### src/rtl/unidade_controle_seq.sv
// rtl/unidade_controle_seq.sv - sequence-memory game control FSM (optional timeout via TIMEOUT_EN)
module unidade_controle_seq #(
  parameter int TIMEOUT_CYCLES = 3000
) (
  input  logic       clock,
  input  logic       reset,
  input  logic       iniciar,
  input  logic       jogada,
  input  logic       igual,
  input  logic       fim_contagem,
  input  logic       fim_limite,
  output logic       zera_c,
  output logic       conta_c,
  output logic       zera_l,
  output logic       conta_l,
  output logic       registra,
  output logic       acertou,
  output logic       errou,
  output logic       pronto,
  output logic       db_timeout,
  output logic [3:0] db_estado
);

  typedef enum logic [3:0] {
    S_INICIAL        = 4'h0,
    S_PREPARACAO     = 4'h1,
    S_ESPERA         = 4'h2,
    S_REGISTRA       = 4'h3,
    S_COMPARACAO     = 4'h4,
    S_PROXIMO        = 4'h5,
    S_PROXIMO_LIMITE = 4'h6,
    S_FIM_ACERTO     = 4'hA,
    S_FIM_TIMEOUT    = 4'hD,
    S_FIM_ERRO       = 4'hE
  } estado_t;

  // A zero-cycle timeout has no meaning; refuse to elaborate it.
  if (TIMEOUT_CYCLES < 1) begin : g_param_check
    $error("TIMEOUT_CYCLES must be at least 1");
  end

  estado_t    estado;
  estado_t    estado_nxt;
  logic       timeout;
  logic [7:0] saida_q;

`ifdef TIMEOUT_EN
  localparam int CW = (TIMEOUT_CYCLES > 1) ? $clog2(TIMEOUT_CYCLES) : 1;
  localparam logic [CW-1:0] TMO_LAST = CW'(TIMEOUT_CYCLES - 1);

  logic [CW-1:0] tmo_cnt;
  logic          tmo_q;

  // Count cycles spent waiting for a play; saturate so the counter never wraps.
  always_ff @(posedge clock or negedge reset) begin
    if (!reset) begin
      tmo_cnt <= '0;
    end else if (estado != S_ESPERA) begin
      tmo_cnt <= '0;
    end else if (tmo_cnt != TMO_LAST) begin
      tmo_cnt <= tmo_cnt + 1'b1;
    end
  end

  assign timeout    = (estado == S_ESPERA) && (tmo_cnt == TMO_LAST);
  assign db_timeout = tmo_q;
`else
  assign timeout    = 1'b0;
  assign db_timeout = 1'b0;
`endif

  // Transition rules; a play always wins over a simultaneous timeout.
  function automatic estado_t proximo(estado_t e, logic ini, logic jog, logic ig,
                                      logic fc, logic fl, logic tmo);
    estado_t n;
    n = S_INICIAL;
    case (e)
      S_INICIAL:        n = ini ? S_PREPARACAO : S_INICIAL;
      S_PREPARACAO:     n = S_ESPERA;
      S_ESPERA:         n = jog ? S_REGISTRA : (tmo ? S_FIM_TIMEOUT : S_ESPERA);
      S_REGISTRA:       n = S_COMPARACAO;
      S_COMPARACAO: begin
        if (!ig)      n = S_FIM_ERRO;
        else if (!fc) n = S_PROXIMO;
        else if (!fl) n = S_PROXIMO_LIMITE;
        else          n = S_FIM_ACERTO;
      end
      S_PROXIMO:        n = S_ESPERA;
      S_PROXIMO_LIMITE: n = S_ESPERA;
      S_FIM_ACERTO:     n = ini ? S_PREPARACAO : S_FIM_ACERTO;
      S_FIM_ERRO:       n = ini ? S_PREPARACAO : S_FIM_ERRO;
`ifdef TIMEOUT_EN
      S_FIM_TIMEOUT:    n = ini ? S_PREPARACAO : S_FIM_TIMEOUT;
`endif
      default:          n = S_INICIAL;
    endcase
    return n;
  endfunction

  // Control/flag pattern for each state:
  // {zera_c, conta_c, zera_l, conta_l, registra, acertou, errou, pronto}
  function automatic logic [7:0] decodifica(estado_t e);
    logic [7:0] s;
    s = 8'h00;
    case (e)
      S_PREPARACAO:     s = 8'b1010_0000;
      S_REGISTRA:       s = 8'b0000_1000;
      S_PROXIMO:        s = 8'b0100_0000;
      S_PROXIMO_LIMITE: s = 8'b1001_0000;
      S_FIM_ACERTO:     s = 8'b0000_0101;
      S_FIM_ERRO:       s = 8'b0000_0011;
      S_FIM_TIMEOUT:    s = 8'b0000_0011;
      default:          s = 8'h00;
    endcase
    return s;
  endfunction

  assign estado_nxt = proximo(estado, iniciar, jogada, igual, fim_contagem,
                              fim_limite, timeout);

  // State register with outputs registered from the state being entered, so
  // each output is a clean Moore function of the current state.
  always_ff @(posedge clock or negedge reset) begin
    if (!reset) begin
      estado  <= S_INICIAL;
      saida_q <= 8'h00;
`ifdef TIMEOUT_EN
      tmo_q   <= 1'b0;
`endif
    end else begin
      estado  <= estado_nxt;
      saida_q <= decodifica(estado_nxt);
`ifdef TIMEOUT_EN
      tmo_q   <= (estado_nxt == S_FIM_TIMEOUT);
`endif
    end
  end

  assign {zera_c, conta_c, zera_l, conta_l, registra, acertou, errou, pronto} = saida_q;
  assign db_estado = estado;

endmodule

### config.mk
export PLATFORM = sky130hd
export DESIGN_NAME = unidade_controle_seq
export DESIGN_NICKNAME = d
export VERILOG_FILES = /design/src/rtl/unidade_controle_seq.sv
export SDC_FILE = /design/constraint.sdc
export NUM_CORES = 1
export LEC_CHECK = 0
export ABC_AREA = 0
export ABC_CLOCK_PERIOD_IN_PS = 4120
export CORE_MARGIN = 4
export CORE_UTILIZATION = 34
export CTS_BUF_LIST = sky130_fd_sc_hd__clkbuf_16
export DETAILED_ROUTE_END_ITERATION = 8
export HOLD_SLACK_MARGIN = 0.08
export MAX_ROUTING_LAYER = met4
export PLACE_DENSITY = 0.68
export SLEW_MARGIN = 20
export SYNTH_ARGS = -nofsm -noshare
export SYNTH_HDL_FRONTEND = slang
export SYNTH_SLANG_ARGS = --single-unit
### constraint.sdc
create_clock -name clock -period 4.12 [get_ports clock]
set_clock_uncertainty 0.2 [all_clocks]
set_input_delay 0.824 -clock clock [delete_from_list [all_inputs] [get_ports clock]]
set_output_delay 0.824 -clock clock [all_outputs]
set_load 0.01 [all_outputs]
==> impl_metrics.json <==
{
  "synth.ff_latch_count": 12,
  "antennaDiodeCount": 0,
  "dp_cells": 79,
  "relSlewSlack_pct": 66.1,
  "critical_path_required_ps": 3100,
  "cts_root_buf": "clkbuf_16",
  "postCtsSetupBuffers": 0,
  "antenna_found_initial": 0,
  "arrival_ps": 1360,
  "setup_slack_ps": 1740,
  "routed_wl_um": 1060,
  "end_kind": "primary output",
  "synth_area_um2": 519,
  "cp_max_fo": 10,
  "period_share_pct": 57.8,
  "fin_crit_ps": 2380,
  "vias_per_cell": 4.83,
  "vias": 401,
  "irDropWorstVdd_uv": 356,
  "p_per_area_mw_per_mm2": 707,
  "pre_cts_slack_ps": 1810,
  "synthesis.nets": 55,
  "p_leak_nw": 0.372,
  "cp_top_family": "buffers and inverters",
  "fp.coreArea_mm2": 0.00137,
  "p_clk_share_pct": 31.8,
  "crit_chain": "clkdlybuf4s50_1",
  "outcome": "complete, no violations",
  "numCtsBuffers": 3,
  "grt_max_degree": 13,
  "cts_resized": 0,
  "grt.total_usage_pct": 12.1,
  "rsz0062_at_grt": "false",
  "cap_violations": 0,
  "syn_to_final_growth_pct": 49.9,
  "slew_violations": 0,
  "comb_power_share_pct": 34.2,
  "ys_top_cells_by_area": "dfrtp_1, inv_1, nand2_1",
  "min_path_type": "reg2reg",
  "grt_pass1_vias": 407,
  "synth_cell_types": 22,
  "worst-setup-path-type": "reg2out",
  "place.gp.congestion": 0.719,
  "crit_path_top_delay_cell": "clkdlybuf4s50_1",
  "yosysTopAreaCell": "dfrtp_1",
  "syn_inst": 48,
  "max_freq_mhz": 420,
  "io_pins": 20,
  "first_pass_iters": 2,
  "finalPower_w": 0.000551,
  "seq_area_frac_synth_pct": 57.8,
  "synth_area_per_cell_um2": 10.8,
  "fin_hold_ws_ps": 430,
  "stdcell_count": 83,
  "ys_async_sr_fraction_pct": 100,
  "gr-total-overflow": 0,
  "cp_num_buf_inv": 1,
  "die_area_mm2": 0.00222,
  "fp.dieW_um": 47.1,
  "ys.flop_type": "dfrtp_1",
  "die_h_um": 47.1,
  "finalHoldViolations": 0,
  "p_sw_share_pct": 29.7,
  "port_buffers": 18,
  "cts-htree-levels": 1,
  "grt_first_pass_wirelength_um": 1750,
  "synth_top_area_share_pct": 57.8,
  "synth_common_cells": "dfrtp_1, inv_1, nand2_1, nor2_1, nand2b_1",
  "ys_warn_count": 0,
  "worst_slew_pin_slew_ps": 506,
  "cts_tree": "built",
  "setup-tns-final_ps": 0,
  "switchingPower_w": 0.000164,
  "startpoint_type": "register",
  "p_int_w": 0.000387,
  "synth_edf_count": 0,
  "hpwl_um": 788,
  "finalNetCount": 76,
  "clkLatencyLatePin_ps": 240,
  "n_fill_cell": 131,
  "synth.most_common_cell": "dfrtp_1",
  "clockBufferDepth": 2,
  "path_clk_slew_ps": 40,
  "p_seq_share_pct": 34.0,
  "rows": 13,
  "drive_gt1_share_pct": 10.3,
  "drt_iter0_drc": 5,
  "finalSetupViolCount": 0,
  "ant_nets": 0,
  "wl_per_cell_um": 12.7,
  "initial_core_util_pct": 38.0,
  "clock-sinks": 12,
  "drc": 0,
  "cts_hold_buf": 0,
  "slowest_delay_ps": 600
}
==> power groups by stage <==
stage	Clock [W]	Combinational (W)	Sequential (W)
2_1_floorplan	0	0.000101	0.000193
3_3_place_gp	0	0.000189	0.000188
3_5_place_dp	0	0.000190	0.000189
4_1_cts	0.000181	0.000191	0.000188
5_1_grt	0.000184	0.000211	0.000193
6_report	0.000175	0.000188	0.000187
==> final timing paths <==
path,from,end,slack (ps),depth (start not counted)
worst max-delay path,db_estado[1],db_estado[1],1740,1
min in group asynchronous,reset,saida_q[6],730,1
max in group asynchronous,reset,saida_q[7],2650,1
worst min-delay path,db_estado[0],saida_q[3],430,1
worst min register to register,db_estado[0],saida_q[3],430,1
worst max register to register,db_estado[1],saida_q[7],2360,4
==> metrics by stage <==
stage          util (%)  instance area (um2)
4_1_cts            57.0                  778
3_3_place_gp       51.2                  699
3_5_place_dp       51.2                  699
5_1_grt            57.0                  778
2_1_floorplan         -                  519
6_report           57.0                  778
==> layout by cell type (no fill, tap or decap), drive strengths merged <==
cell type and count:
nand4b 1, or4b 1, or2 1, a311oi 1
nand2b 3, a211oi 1, conb 1, o21ai 2
clkdlybuf4s50 18, nor3 1, dfrtp 12, nand2 5
inv 6, clkinv 1, a31oi 1, and3b 1
a211o 1, nor2 5, clkbuf 3, a21boi 1
o32a 1, o22a 1
==> sequential cells by signal, indices dropped and copies added (netlist names) <==
| signal | cells |
|---|---|
| saida_q | 8 |
| db_estado | 4 |
==> final cells by class <==
class                   instances  area, um2  share of cell area (%)
multi-input cells              28        178                    22.8
clock inverters                 1       3.75                   0.482
repair buffers                 18        180                    23.2
clock buffers                   3       75.1                    9.65
well taps                      15       18.8                    2.41
flip-flops and latches         12        300                    38.6
inverters                       6       22.5                    2.89
==> kinds of logic (layout without fill, tap and decap cells) <==
group / after synthesis / in the layout / synth area share (%)
AND/OR/NAND/NOR: 18 / 18 / 20.2
other: 1 / 1 / 0.722
AO/OA/AOI/OAI: 9 / 9 / 13.3
flip-flops: 12 / 12 / 57.8
buffers and inverters: 8 / 28 / 7.95
==> per-layer routing <==
metal	global-route usage, %	part of all wire, %
met1	14.4	44
met2	17.6	47
met3	5.75	9.3
met4	4.97	0
met5	-	0
(Power assumes the default switching activity.)
